==> src/rtl/icache_line_fetcher_pkg.sv <==
// rtl/icache_line_fetcher_pkg.sv - shared state encodings and line geometry for the line fetcher
// Critical-word-first issue order is enabled by defining ICACHE_CRIT_WORD_FIRST_EN.
package icache_line_fetcher_pkg;

   typedef enum logic [1:0] {
      ST_IDLE  = 2'b00,
      ST_ISSUE = 2'b01,
      ST_DRAIN = 2'b10,
      ST_RESP  = 2'b11
   } fetch_state_t;

   localparam int WORD_BITS  = 32;
   localparam int LINE_WORDS = 8;
   localparam int LINE_BITS  = 256;
   localparam int OFFSET_W   = 3;

endpackage

==> src/rtl/icache_line_buffer.sv <==
// rtl/icache_line_buffer.sv - 256-bit line register written one 32-bit slot at a time
// Holds its contents between lines so the cache can sample after the valid pulse.
module icache_line_buffer
   import icache_line_fetcher_pkg::*;
(
   input  logic                    cpu_clk,
   input  logic                    cpu_rst_n,
   input  logic                    wr_en,
   input  logic [OFFSET_W-1:0]     wr_slot,
   input  logic [WORD_BITS-1:0]    wr_data,
   output logic [LINE_BITS-1:0]    line
);

   always_ff @(posedge cpu_clk or negedge cpu_rst_n) begin
      if (!cpu_rst_n) begin
         line <= '0;
      end else if (wr_en) begin
         line[wr_slot*WORD_BITS +: WORD_BITS] <= wr_data;
      end
   end

endmodule

==> src/rtl/icache_line_fetcher.sv <==
// rtl/icache_line_fetcher.sv - turns one line refill into 8 word reads of the instruction RAM
// Define ICACHE_CRIT_WORD_FIRST_EN to start issuing at the requested word and wrap within the line.
module icache_line_fetcher
   import icache_line_fetcher_pkg::*;
#(
   parameter int ADDR_W     = 15,
   parameter int LINE_WORDS = 8
)(
   input  logic                 cpu_clk,
   input  logic                 cpu_rst_n,
   output logic                 dev_rrdy,
   input  logic [3:0]           cpu_ren,
   input  logic [31:0]          cpu_raddr,
   output logic                 dev_rvalid,
   output logic [LINE_BITS-1:0] dev_rdata,
   output logic                 mem_en,
   output logic [31:0]          mem_addr,
   input  logic [31:0]          mem_rdata
);

   fetch_state_t        state, state_nxt;
   logic [ADDR_W-6:0]   base_q;
   logic [OFFSET_W-1:0] start_q;
   logic [OFFSET_W-1:0] issue_cnt;
   logic [OFFSET_W-1:0] ret_cnt;
   logic [OFFSET_W-1:0] issue_word;
   logic                accept;
   logic                cap_en;
   logic                unused_raddr;

   assign unused_raddr = ^{cpu_raddr[31:ADDR_W], cpu_raddr[4:0]};

   assign accept     = (state == ST_IDLE) && (cpu_ren != 4'd0);
   // Offset arithmetic is 3 bits wide, so the word index wraps inside the line.
   assign issue_word = start_q + issue_cnt;
   // RAM latency is one cycle: captures trail issues by one, the last landing in DRAIN.
   assign cap_en     = ((state == ST_ISSUE) && (issue_cnt != 3'd0)) || (state == ST_DRAIN);

   always_ff @(posedge cpu_clk or negedge cpu_rst_n) begin
      if (!cpu_rst_n) begin
         state <= ST_IDLE;
      end else begin
         state <= state_nxt;
      end
   end

   always_comb begin
      state_nxt  = state;
      dev_rrdy   = 1'b0;
      dev_rvalid = 1'b0;
      mem_en     = 1'b0;
      mem_addr   = 32'd0;
      case (state)
         ST_IDLE: begin
            dev_rrdy = 1'b1;
            if (accept) state_nxt = ST_ISSUE;
         end
         ST_ISSUE: begin
            mem_en   = 1'b1;
            mem_addr = {{(32-ADDR_W){1'b0}}, base_q, issue_word, 2'b00};
            if (issue_cnt == 3'd7) state_nxt = ST_DRAIN;
         end
         ST_DRAIN: begin
            state_nxt = ST_RESP;
         end
         ST_RESP: begin
            dev_rvalid = 1'b1;
            state_nxt  = ST_IDLE;
         end
         default: begin
            state_nxt = ST_IDLE;
         end
      endcase
   end

   always_ff @(posedge cpu_clk or negedge cpu_rst_n) begin
      if (!cpu_rst_n) begin
         base_q    <= '0;
         start_q   <= '0;
         issue_cnt <= '0;
         ret_cnt   <= '0;
      end else begin
         if (accept) begin
            base_q    <= cpu_raddr[ADDR_W-1:5];
`ifdef ICACHE_CRIT_WORD_FIRST_EN
            start_q   <= cpu_raddr[4:2];
`else
            start_q   <= 3'd0;
`endif
            issue_cnt <= 3'd0;
            ret_cnt   <= 3'd0;
         end
         if (state == ST_ISSUE) issue_cnt <= issue_cnt + 3'd1;
         if (cap_en)            ret_cnt   <= ret_cnt + 3'd1;
      end
   end

   icache_line_buffer u_line_buffer (
      .cpu_clk   (cpu_clk),
      .cpu_rst_n (cpu_rst_n),
      .wr_en     (cap_en),
      .wr_slot   (start_q + ret_cnt),
      .wr_data   (mem_rdata),
      .line      (dev_rdata)
   );

endmodule

==> config.mk <==
export PLATFORM = sky130hd
export DESIGN_NAME = icache_line_fetcher
export DESIGN_NICKNAME = d
export VERILOG_FILES = /design/src/rtl/icache_line_fetcher_pkg.sv /design/src/rtl/icache_line_buffer.sv /design/src/rtl/icache_line_fetcher.sv
export SDC_FILE = /design/constraint.sdc
export NUM_CORES = 1
export LEC_CHECK = 0
export CAP_MARGIN = 20
export CORE_UTILIZATION = 30
export CTS_CLUSTER_SIZE = 30
export DETAILED_ROUTE_END_ITERATION = 8
export PLACE_DENSITY_LB_ADDON = 0.25
export SLEW_MARGIN = 20
export SYNTH_ARGS = -nofsm -noshare
export SYNTH_HDL_FRONTEND = slang
export SYNTH_HIERARCHICAL = 1
export SYNTH_SLANG_ARGS = --single-unit
==> constraint.sdc <==
create_clock -name cpu_clk -period 4.2 [get_ports cpu_clk]
set_clock_uncertainty 0.2 [all_clocks]
set_input_delay 0.42 -clock cpu_clk [delete_from_list [all_inputs] [get_ports cpu_clk]]
set_output_delay 0.42 -clock cpu_clk [all_outputs]
set_load 0.005 [all_outputs]
# Word-level counts from Yosys, hierarchy flattened
# Index checks and enable logic that the tools add are counted.
# op_classes
add_sub_neg	3
n_eq_ne	6
shifts	2
n_mux	11
reduce_logical	9
# ops
cell	n
256-bit bitwise mux	1
32-bit by 34-bit variable shift with 256-bit output (first input constant)	1
32-bit by 34-bit indexed part select with 256-bit output	1
8-bit negator with 34-bit output	1
15-bit two-way mux	1
3-bit two-way mux	3
2-bit case mux with 4 select lines	1
3-bit by 1-bit adder with 3-bit output (second input constant)	2
2-bit equality test (second input constant)	2
2-bit two-way mux	2
2-bit inequality test (second input constant)	2
2-bit nonzero test	2
4-bit nonzero test	1
3-bit equality test (second input constant)	1
1-bit two-way mux	3
3-bit nonzero test	1
2-bit by 1-bit equality test with 1-bit output (second input constant)	1
1-bit logical AND	2
2-bit logical NOT	1
2-bit AND reduction	1
1-bit logical OR	1
# totals
reg_bits	274
in_bits	70
output_inout_bits	291
elab_cells	36

# Longest topological paths before layout
# Gate-level depths: netlist of run 1.
# logic_depth
depth_word	4
ltp_mapped	12
ltp_nobuf	8

# Hierarchy
# The synthesis of run 1 kept the hierarchy.
# by_module_without_submodules
mod	instances	cells_each	area_each_um2	seq_area_each_um2
icache_line_buffer	1	827	10627.7	6406.1
icache_line_fetcher	1	102	1134.8	450.4

# Worst setup path before layout of run 1
# OpenSTA, ideal clock, no wires.
# synth_timing
path_kind	register to register
startpoint	reg ret_cnt[0]
endpoint	reg u_line_buffer.line[162]
setup_time_ps	125
arrival_time_ps	2789
required_ps	3875
slack_ps	1086
stages_incl_launch_ff	12
n_path_buf	5
period_less_slack_ps	3114
path_cell_list	dfrtp_1 buf_6 clkbuf_1 clkbuf_1 inv_1 ha_1 ha_1 nor2b_1 and4b_1 clkbuf_1 buf_1 mux2_2
# synth_via
elab_chain_cells	3
word_cells_on_any_way	4
cone_classes	add/sub: 1; shift: 2; mux: 1
# synth_lines
element	line_no	source
from (decl)	icache_line_fetcher.sv:25	logic [OFFSET_W-1:0] ret_cnt;
from (signal assigned)	icache_line_fetcher.sv:94	if (cap_en) ret_cnt <= ret_cnt + 3'd1;
8-bit negator with 34-bit output (*)	icache_line_buffer.sv:18	line[wr_slot*WORD_BITS +: WORD_BITS] <= wr_data;
32-bit by 34-bit indexed part select with 256-bit output / 32-bit by 34-bit variable shift with 256-bit output (equally long branches)	icache_line_buffer.sv:18	
256-bit bitwise mux (*)	icache_line_buffer.sv:18	
to (signal, indexed assignment)	icache_line_buffer.sv:18	
to (decl)	icache_line_buffer.sv:11	output logic [LINE_BITS-1:0] line
# Every way passes the cells marked *; elsewhere a longest branch is shown, timed or not.
# A chain may end at the register's enable or synchronous reset.

# Worst setup path in the final report of run 1
# layout_timing
startpoint	reg issue_cnt[0]
endpoint	reg u_line_buffer.line[59]
# layout_via
elab_chain_cells	3
# layout_lines
element	line_no	source
from (decl)	icache_line_fetcher.sv:24	logic [OFFSET_W-1:0] issue_cnt;
from (signal assigned)	icache_line_fetcher.sv:93	if (state == ST_ISSUE) issue_cnt <= issue_cnt + 3'd1;
3-bit nonzero test	icache_line_fetcher.sv:37	assign cap_en = ((state == ST_ISSUE) && (issue_cnt != 3'd0)) || (state == ST_DRAIN);
1-bit logical AND	icache_line_fetcher.sv:37	
1-bit logical OR	icache_line_fetcher.sv:37	
net cap_en	icache_line_fetcher.sv:28	logic cap_en;
# The timed path passes the listed nets, and every way through them passes these cells.

==> flow_summary_export.csv, run 1 <==
group,metric,value,unit
setup_path,cp_data_arrival_time,3.70,ns
sta,report.final.slew_viol_count,0,
setup_path,start_kind,"flip-flop",
setup_path,worst-setup-path-type,"flip-flop to flip-flop",
power,worst_ir_drop_vdd,372.0,uV
die,start_util,0.3044,
sta,setup_repair_after_global_routing_missed_its_margin,"no",
routing,drt-initial-drc-count,351,
sta,finalHoldViolations,0,
synthesis,synth_edf_count,0,
global_routing,pin_count_of_the_biggest_net_entering_global_routing,110,
routing,detailedRoute.firstPassIterationCount,4,
sta,relSlewSlack,0.3047,
synthesis,synthesis.area_per_instance,12.66,um^2
global_routing,grt_first_pass_wirelength,54130,um
power,p_leak,7.599,nW
routing,final_antenna_net_count,0,
final_layout,combined_area_of_the_multi_input_logic_cells,4424,um^2
clocking,maximum_buffer_depth_of_the_clock_tree,3,
sta,setup_tns,0,ns
setup_path,r2r_slack,0.72,ns
final_layout,fin_util,0.4289,
global_routing,antenna_found_initial,2,
placed_design,port-buffer-count,319,
clocking,clk_pin_slew,0.06,ns
setup_path,timing.critical_path.fanout_max,64,
sta,fin_crit_sh,0.8283,
die,dieArea,40000,um^2
die,core,38650,um^2
sta,max_freq,0.2874,GHz
sta,setup_ws_post_layout,0.7211,ns
power,power.switching,4.043,mW
setup_path,worstPathRequired,4.42,ns
synthesis,ys_seq_area_frac,0.5829,
clocking,clock_tree_from_tritoncts,"done",
synthesis,synth_cell_types,42,
die,die_height,200.0,um
synthesis,yosys_most_used_dff,"dfrtp_1",
synthesis,netlist.top_cell.by_area,"dfrtp_1",
global_routing,grt-ovfl-total,0,
sta,tightest_slew,1.040,ns
power,pwr-share-comb,0.421,
job,maxCapViolations,0,
power,p_sw_frac,0.3233,
clocking,cts.repair.resized,0,
synthesis,synth_async_sr_flop_share,1.000,
die,row_count,72,
synthesis,post_synth_most_frequent_cells,"dfrtp_1 (274), mux2_2 (137), o21ai_0 (98), nand2_1 (77), and2_1 (75)",
clocking,cts.htree.levels,2,
synthesis,synthMostInstantiatedCell,"dfrtp_1",
final_layout,final-instance-count-excl-fill,1783,
final_layout,filler_cell_count,3647,
routing,postRouteWirelength,36700,um
sta,report.final.setup_viol,0,
placed_design,place_inst,1721,
setup_path,crit_path_end_kind,"flip-flop",
placed_design,hpwl_after_detailed_placement,24500,um
clocking,clock_tree.root_cell,"clkbuf_16",
clocking,cts_inserted_buffers,34,
die,die_w,200.0,um
power,p_total,12.51,mW
routing,routed-via-count,8224,
sta,final_min_period,3.479,ns
hold_path,worst_hold_path.num_cells,1,
power,clock_network_fraction_of_design_power,0.238,
global_routing,vias_in_the_first_global_route,8475,
routing,avgRoutedWirePerCell,20.58,um
final_layout,post_route_cells_drive_above_1_share,0.2081,
power,sequentialPowerShare,0.341,
synthesis,synth.ff_latch_count,274,
synthesis,netlist.area_leader.share,0.5829,
final_layout,area_growth,40.93,%
synthesis,yosysWarningCount,6,
synthesis,synth_area,11760,um^2
routing,drc,0,
placed_design,place_worst_setup_slack,0.6732,ns
outcome,run_status,"completed",
global_routing,groute.usage.overall,0.1838,
power,power_report.internal_total,8.462,mW
synthesis,ys_top_cells_by_area,"dfrtp_1 (58%), mux2_2 (13%), mux2_4 (4.6%)",
power,power_density,754.4,nW/um^2
placed_design,routabilityCongestion,0.7438,
final_layout,final-seq-area,6858,um^2
synthesis,synth_cells,929,
routing,drt-vias-per-instance,4.612,
clocking,worst_skew_pair.late_latency,0.52,ns
clocking,cts_num_sinks,274,
hold_path,hp_class,"flip-flop to flip-flop",
setup_path,worst-r2r-cell-count,9,
final_layout,layout.nets,1321,
die,io_pins,361,
-- layer usage --
layer	GRT usage	wire, um
met1	0.2422	16220
met2	0.2887	16910
met3	0.05847	2770
met4	0.05259	790
met5	0	0
-- power by group through the flow --
stage	combinational, mW	clock [mW]	sequential [mW]
2_1_floorplan	2.23	0	4.29
3_3_place_gp	5.30	0	4.27
3_5_place_dp	5.34	0	4.31
4_1_cts	5.36	3.08	4.28
5_1_grt	5.74	3.18	4.41
6_report	5.27	2.97	4.27
-- through the flow --
stage	hold WS [ns]	cell area, um^2
6_report	0.2783	16580
5_1_grt	0.2776	16570
4_1_cts	0.2568	16570
3_5_place_dp	0.2691	15420
3_3_place_gp	0.2601	15420
2_1_floorplan	-0.07559	11830
-- cells by family (layout without fill, tap and decap cells) --
| family | Yosys count | in the layout | synth area share |
|---|---|---|---|
| multiplexers | 205 | 205 | 0.2044 |
| adder cells (fa/ha/maj) | 11 | 11 | 0.01170 |
| flip-flops | 274 | 274 | 0.5829 |
| AND/OR/NAND/NOR | 187 | 187 | 0.08457 |
| AO/OA/AOI/OAI | 132 | 132 | 0.06382 |
| other | 1 | 20 | 0.0003188 |
| buffers and inverters | 119 | 436 | 0.05223 |
-- registers in the layout, summed over array words and instances (netlist names) --
signal and flops:
state 2, issue_cnt 3, base_q 10, u_line_buffer/line 256
ret_cnt 3
-- critical path, stage by stage, from the launching register on --
cell	delay, ns
dfrtp_1	0.42
inv_1	0.07
ha_1	0.13
nand2b_1	0.06
a21oi_1	0.39
inv_1	0.27
nand3b_1	0.16
buf_4	0.53
or2_2	0.73
mux2_2	0.40
-- cells in the final DEF (no fill, tap or decap), types with 7 or more instances in the layout --
| cell | netlist | layout |
|---|---|---|
| conb_1 | 1 | 19 |
| clkbuf_16 | 0 | 34 |
| mux2i_1 | 31 | 31 |
| clkbuf_8 | 0 | 12 |
| mux2_4 | 36 | 36 |
| dfrtp_1 | 274 | 273 |
| o21ai_0 | 98 | 98 |
| and2_1 | 75 | 75 |
| inv_1 | 38 | 38 |
| clkbuf_1 | 47 | 7 |
| nand2_1 | 77 | 76 |
| buf_4 | 19 | 17 |
| o31ai_1 | 20 | 20 |
| clkdlybuf4s50_1 | 0 | 318 |
| ha_1 | 11 | 11 |
| mux2_2 | 137 | 137 |
| and3_1 | 8 | 8 |
-- repair_timing --
action                    CTS  global route
hold endpoints to repair  105             0
hold buffers                1             0
buffers inserted            0             0
-- path summary, 6_finish.rpt --
path,startpoint,endpoint
worst max-delay path,issue_cnt[0],u_line_buffer/line[59]
worst min-delay path,u_line_buffer/line[50],u_line_buffer/line[50]
worst max register to register,issue_cnt[0],u_line_buffer/line[59]
worst min register to register,u_line_buffer/line[50],u_line_buffer/line[50]
max in group asynchronous,cpu_rst_n,u_line_buffer/line[7]
min in group asynchronous,cpu_rst_n,u_line_buffer/line[189]
-- cell type report --
class | instances | area share
Antenna cell | 1 | 0.0001510
Timing Repair Buffer | 338 | 0.2024
Tap cell | 518 | 0.03910
Clock buffer | 53 | 0.06287
Inverter | 38 | 0.008604
Clock inverter | 7 | 0.006265
Sequential cell | 274 | 0.4137
Multi-Input combinational cell | 554 | 0.2669
Note: power is estimated with default switching activity, not from simulation.
==> inputs of run 2 (changes only) <==
- clock period: 4.2 -> 3.38 ns (I/O delays scaled with it)
==> run 2 against run 1 <==
  * Critical endpoint is now u_line_buffer/line[232]
  * Register-to-register slack got worse by 0.27 ns
  * Largest cell class unchanged
  * Setup slack got worse by 0.27 ns
  * Combinational power increased by 26%
  * Utilization decreased by 0.081 points
  * Largest power group unchanged
  * Clock power increased by 12%
==> flow_summary_export.csv, run 2 (same netlist as run 1, synthesis figures left out) <==
group,metric,value,unit
clocking,maximum_buffer_depth_of_the_clock_tree,3,
final_layout,post_route_cells_drive_above_1_share,0.2140,
sta,relSlewSlack,0.4556,
clocking,clk_pin_slew,0.06,ns
job,maxCapViolations,0,
global_routing,pin_count_of_the_biggest_net_entering_global_routing,87,
die,die_w,200.0,um
final_layout,most_frequent_standard_cell_in_the_layout_excluding_fill_and_tap_cells,"clkdlybuf4s50_1",
final_layout,n_antenna_cell,0,
final_layout,combined_area_of_the_multi_input_logic_cells,4424,um^2
routing,final_antenna_net_count,0,
setup_path,crit_path_end_kind,"flip-flop",
clocking,cts_inserted_buffers,31,
die,dieArea,40000,um^2
setup_path,cp_data_arrival_time,3.16,ns
sta,max_freq,0.3415,GHz
routing,routed-via-count,8218,
sta,report.final.setup_viol,0,
global_routing,grt_first_pass_wirelength,54300,um
final_layout,final-seq-area,6858,um^2
setup_path,worstPathRequired,3.61,ns
placed_design,place_worst_setup_slack,0.3913,ns
setup_path,worst-setup-path-type,"flip-flop to flip-flop",
sta,final_min_period,2.929,ns
placed_design,port-buffer-count,319,
global_routing,grt-ovfl-total,0,
final_layout,filler_cell_count,3630,
final_layout,largest_register_ffs,256,
die,start_util,0.3044,
sta,setup_ws_post_layout,0.4514,ns
clocking,clock_tree_from_tritoncts,"done",
placed_design,routabilityCongestion,0.7506,
die,io_pins,361,
global_routing,vias_in_the_first_global_route,8471,
placed_design,hpwl_after_detailed_placement,25060,um
power,power_density,922.9,nW/um^2
routing,drt-vias-per-instance,4.594,
final_layout,layout.nets,1330,
final_layout,final_cell_mix,"clkdlybuf4s50_1 (318), dfrtp_1 (273), mux2_2 (137)",
final_layout,largestRegisters,"u_line_buffer/line (256), base_q (10)",
clocking,clock_tree.root_cell,"clkbuf_16",
power,p_leak,7.603,nW
routing,detailedRoute.firstPassIterationCount,4,
outcome,run_status,"completed",
sta,report.final.slew_viol_count,0,
routing,avgRoutedWirePerCell,20.68,um
sta,worst_hold_margin,0.1399,ns
clocking,worst_skew_pair.late_latency,0.58,ns
die,die_height,200.0,um
sta,finalHoldViolations,0,
clocking,cts.htree.levels,1,
clocking,cts.repair.resized,0,
final_layout,largest-register,"u_line_buffer/line",
hold_path,hp_class,"input port to async pin",
routing,drc,0,
final_layout,area_growth,40.67,%
clocking,cts_num_sinks,274,
die,row_count,72,
sta,fin_crit_sh,0.8665,
power,worst_ir_drop_vdd,382.3,uV
sta,setup_repair_after_global_routing_missed_its_margin,"no",
routing,postRouteWirelength,37000,um
die,core,38650,um^2
sta,tightest_slew,0.8166,ns
setup_path,timing.critical_path.fanout_max,21,
sta,setup_tns,0,ns
global_routing,groute.usage.overall,0.1825,
global_routing,antenna_found_initial,0,
setup_path,start_kind,"flip-flop",
routing,drt-initial-drc-count,234,
-- run 2: per-stage QoR --
| stage | std cells | cell area (um^2) | utilization | power (mW) |
|---|---|---|---|---|
| finish | 1789 | 16550 | 0.4281 | 15.27 |
| global route | 1789 | 16550 | 0.4281 | 16.29 |
| CTS | 1789 | 16550 | 0.4281 | 15.54 |
| detailed placement | 1733 | 15520 | 0.4016 | 12.10 |
| global placement | 1733 | 15520 | 0.4016 | 11.99 |
| floorplan | 947 | 11830 | - | 8.105 |
-- run 2: final timing paths --
check                                   startpoint                      end  slack [ns]  cells after the start
hold / removal                           cpu_rst_n  u_line_buffer/line[182]        0.14                      2
setup reg to reg                        ret_cnt[1]  u_line_buffer/line[232]        0.45                      7
hold reg to reg            u_line_buffer/line[122]  u_line_buffer/line[122]        0.28                      1
max in group asynchronous                cpu_rst_n   u_line_buffer/line[85]        1.93                      3
setup / recovery                        ret_cnt[1]  u_line_buffer/line[232]        0.45                      7
min in group cpu_clk                  cpu_raddr[5]                base_q[0]        0.20                      2
-- run 2: power breakdown --
part	leakage, nW	switching [mW]	internal (mW)
Combinational	3.52	2.94	3.72
Clock	0.509	1.34	1.98
Sequential	3.57	0.713	4.58
-- run 2: timing repair --
item	4_1_cts	5_1_grt
hold buffers	1	0
endpoints found under the hold margin	80	0
setup buffers	0	0
-- run 2: layout make-up --
| type | count | share of cell area |
|---|---|---|
| clock buffer | 47 | 0.05717 |
| clock inverter | 8 | 0.004159 |
| inverter | 38 | 0.008621 |
| multi-input combinational | 554 | 0.2674 |
| sequential | 274 | 0.4145 |
| tap | 518 | 0.03917 |
| timing repair buffer | 350 | 0.2090 |
-- run 2: critical path: stages (launching register included) --
cell,delay (ns)
dfrtp_1,0.53
inv_1,0.08
ha_1,0.21
ha_1,0.23
nand3b_1,0.40
or3_2,0.56
buf_4,0.28
mux2_2,0.32
-- run 2: per-layer routing --
metal / wire [um] / track usage / part of all wire / vias up
li1: - / - / - / 3764
met1: 16440 / 0.2433 / 0.44 / 4169
met2: 17260 / 0.2928 / 0.47 / 247
met3: 2550 / 0.04839 / 0.069 / 38
met4: 745 / 0.04722 / 0.020 / 0
met5: 0 / 0 / 0 / -
==> inputs of run 3 (changes only) <==
- ABC_AREA: unset -> 1
- GPL_TIMING_DRIVEN: unset -> 1
==> run 3 against run 2 <==
  * Global-route usage rose by 2.2 points
  * Sequential power up 7.6%
  * Worst hold slack improved by 0.033 ns
  * Register-to-register slack better by 0.05 ns
  * Setup slack improved by 0.049 ns
  * Area after synthesis up 5.2%
  * Critical path type unchanged
  * Largest cell class unchanged
==> flow_summary_export.csv, run 3 <==
group,metric,value,unit
outcome,run_status,"completed",
routing,drt-vias-per-instance,4.564,
die,row_count,74,
synthesis,synthesis.area_per_instance,8.392,um^2
global_routing,grt_first_pass_wirelength,64250,um
final_layout,area_growth,37.66,%
setup_path,crit_path_cell_trace,"inv_4 -> ha_2 -> buf_4 -> nand4_4 -> o21ai_0",
hold_path,hold_path_startpoint,"cpu_raddr[6]",
final_layout,largest-register,"u_line_buffer/line",
clocking,cts_num_sinks,274,
synthesis,synth.ff_latch_count,274,
power,p_sw_frac,0.3860,
synthesis,netlist.top_cell.by_area,"dfrtp_1",
global_routing,groute.usage.overall,0.2048,
setup_path,r2r_slack,0.50,ns
routing,avgRoutedWirePerCell,18.46,um
routing,routed-via-count,10611,
placed_design,hpwl_after_detailed_placement,30060,um
clocking,maximum_buffer_depth_of_the_clock_tree,3,
power,p_leak,8.195,nW
clocking,worst_skew_pair.late_latency,0.52,ns
final_layout,largestRegisters,"u_line_buffer/line (256), base_q (10)",
global_routing,antenna_found_initial,0,
power,power.switching,6.840,mW
setup_path,worst-r2r-cell-count,5,
clocking,clk_pin_slew,0.06,ns
sta,max_freq,0.3473,GHz
power,power_density,1041,nW/um^2
setup_path,cpMaxStageDelayCell,"nand4_4",
hold_path,hold-path-endpoint,"base_q[1]",
final_layout,most_frequent_standard_cell_in_the_layout_excluding_fill_and_tap_cells,"nand2_1",
global_routing,pin_count_of_the_biggest_net_entering_global_routing,92,
power,power_report.internal_total,10.88,mW
setup_path,slowest_delay,0.74,ns
die,dieArea,42050,um^2
final_layout,largest_register_ffs,256,
power,clock_network_fraction_of_design_power,0.215,
placed_design,port-buffer-count,319,
setup_path,worstReg2RegEnd,"u_line_buffer/line[32]",
die,die_height,205.1,um
clocking,clock_tree_from_tritoncts,"done",
final_layout,fin_util,0.4180,
routing,drc,0,
synthesis,post_synth_most_frequent_cells,"nand2_1 (626), dfrtp_1 (274), nor2_1 (101), inv_1 (96), nand3_1 (69)",
hold_path,worst_hold_path.num_cells,3,
placed_design,routabilityCongestion,0.8287,
clocking,cts_inserted_buffers,34,
setup_path,timing.critical_path.fanout_max,64,
die,core,40740,um^2
sta,fin_crit_sh,0.8519,
hold_path,hp_class,"input port to flip-flop",
final_layout,post_route_cells_drive_above_1_share,0.07478,
setup_path,worst-setup-path-type,"flip-flop to flip-flop",
job,maxCapViolations,0,
setup_path,crit-reg2reg-launch,"ret_cnt[0]",
final_layout,final_cell_mix,"nand2_1 (626), clkdlybuf4s50_1 (318), dfrtp_1 (274)",
synthesis,synthMostInstantiatedCell,"nand2_1",
power,pwr-share-comb,0.464,
synthesis,yosysWarningCount,6,
sta,report.final.slew_viol_count,0,
routing,postRouteWirelength,42920,um
sta,relSlewSlack,0.3931,
sta,setup_tns,0,ns
routing,detailedRoute.firstPassIterationCount,5,
final_layout,filler_cell_count,4071,
setup_path,start_kind,"flip-flop",
global_routing,vias_in_the_first_global_route,10165,
synthesis,synth_cells,1474,
clocking,cts.htree.levels,2,
clocking,clock_tree.root_cell,"clkbuf_16",
synthesis,synth_cell_types,32,
routing,drt-initial-drc-count,593,
synthesis,yosys_most_used_dff,"dfrtp_1",
sta,report.final.setup_viol,0,
synthesis,synth_async_sr_flop_share,1.000,
die,io_pins,361,
global_routing,grt-ovfl-total,0,
sta,final_min_period,2.880,ns
sta,tightest_slew,0.9104,ns
final_layout,layout.nets,1849,
power,worst_ir_drop_vdd,477.9,uV
sta,finalHoldViolations,0,
synthesis,ys_seq_area_frac,0.5543,
synthesis,synth_area,12370,um^2
power,sequentialPowerShare,0.321,
die,start_util,0.3036,
setup_path,cp_data_arrival_time,3.09,ns
die,die_w,205.1,um
synthesis,synth_edf_count,0,
sta,setup_repair_after_global_routing_missed_its_margin,"no",
synthesis,ys_top_cells_by_area,"dfrtp_1 (55%), nand2_1 (19%), nor2_1 (3.1%)",
routing,final_antenna_net_count,0,
setup_path,crit_path_end_kind,"flip-flop",
synthesis,netlist.area_leader.share,0.5543,
setup_path,worstPathRequired,3.59,ns
run 3: cell types whose count changed after synthesis, sizes merged, moves of 69 or more:
| cell | before | now |
|---|---|---|
| nand3 | 1 | 71 |
| nand2 | 77 | 634 |
| nor2 | 2 | 111 |
| inv | 38 | 107 |
| mux2 | 174 | 0 |
| and2 | 76 | 0 |
run 3: final cells by class:
| type | count | area, um^2 | share of cell area |
|---|---|---|---|
| inverters | 107 | 409.1 | 0.02403 |
| repair buffers | 344 | 3463 | 0.2034 |
| clock inverters | 11 | 135.1 | 0.007936 |
| flip-flops and latches | 274 | 6857 | 0.4027 |
| well taps | 532 | 665.6 | 0.03909 |
| multi-input cells | 1007 | 4454 | 0.2616 |
| clock buffers | 49 | 1041 | 0.06114 |
| diodes | 1 | 2.502 | 0.0001470 |
run 3: layer usage:
metal	global-route usage	wire length (um)	share of wire	up-vias
li1	-	-	-	5112
met3	0.04804	2947	0.069	63
met5	0	0	0	-
met4	0.07619	1289	0.030	0
met1	0.2937	20290	0.47	5091
met2	0.2972	18390	0.43	345
run 3: cell families after synthesis:
logic type	synth area share
xor+xnor	0.0007082
simple gates	0.2858
compound gates	0.05634
fa+ha+maj	0.01113
flops	0.5543
buf+inv	0.09144
other cells	0.0003032
run 3: critical path, delay by kind of cell (launching register included):
kind                     cells  cell delay, ns
buffers and inverters        2            0.48
flip-flops                   1            0.38
AO/OA/AOI/OAI                1            0.41
AND/OR/NAND/NOR              1            0.74
adder cells (fa/ha/maj)      1            0.48
run 3: worst max path at each step:
stage          slack, ns       start                       to
2_1_floorplan       1.15    state[1]  u_line_buffer/line[230]
3_3_place_gp        0.57  ret_cnt[0]   u_line_buffer/line[32]
3_5_place_dp        0.46  ret_cnt[0]   u_line_buffer/line[43]
4_1_cts             0.48  ret_cnt[0]   u_line_buffer/line[43]
5_1_grt             0.20    state[1]   u_line_buffer/line[38]
6_report            0.50  ret_cnt[0]   u_line_buffer/line[32]
run 3: power groups by stage:
stage | clock network (mW) | registers (mW) | logic, mW
global placement | 0 | 5.71 | 8.25
global route | 4.07 | 5.88 | 9.08
finish | 3.80 | 5.69 | 8.23
CTS | 3.92 | 5.71 | 8.36
detailed placement | 0 | 5.72 | 8.32
floorplan | 0 | 5.71 | 3.74
run 3: what timing repair did:
item | 4_1_cts | 5_1_grt
setup buffers | 0 | 0
hold buffers | 1 | 0
gates resized for setup | 0 | 0
endpoints found under the hold margin | 64 | 0
run 3: stage by stage:
| stage | setup slack (ns) | cells | total power [mW] | area (um^2) | hold slack [ns] |
|---|---|---|---|---|---|
| finish | 0.5005 | 2325 | 17.72 | 17030 | 0.1732 |
| global route | 0.2019 | 2324 | 19.03 | 17030 | 0.1592 |
| CTS | 0.4783 | 2324 | 17.98 | 17030 | 0.1406 |
| detailed placement | 0.4633 | 2263 | 14.04 | 15840 | 0.1365 |
| global placement | 0.5686 | 2263 | 13.96 | 15840 | 0.1374 |
| floorplan | 1.145 | 1492 | 9.451 | 12440 | -0.1576 |
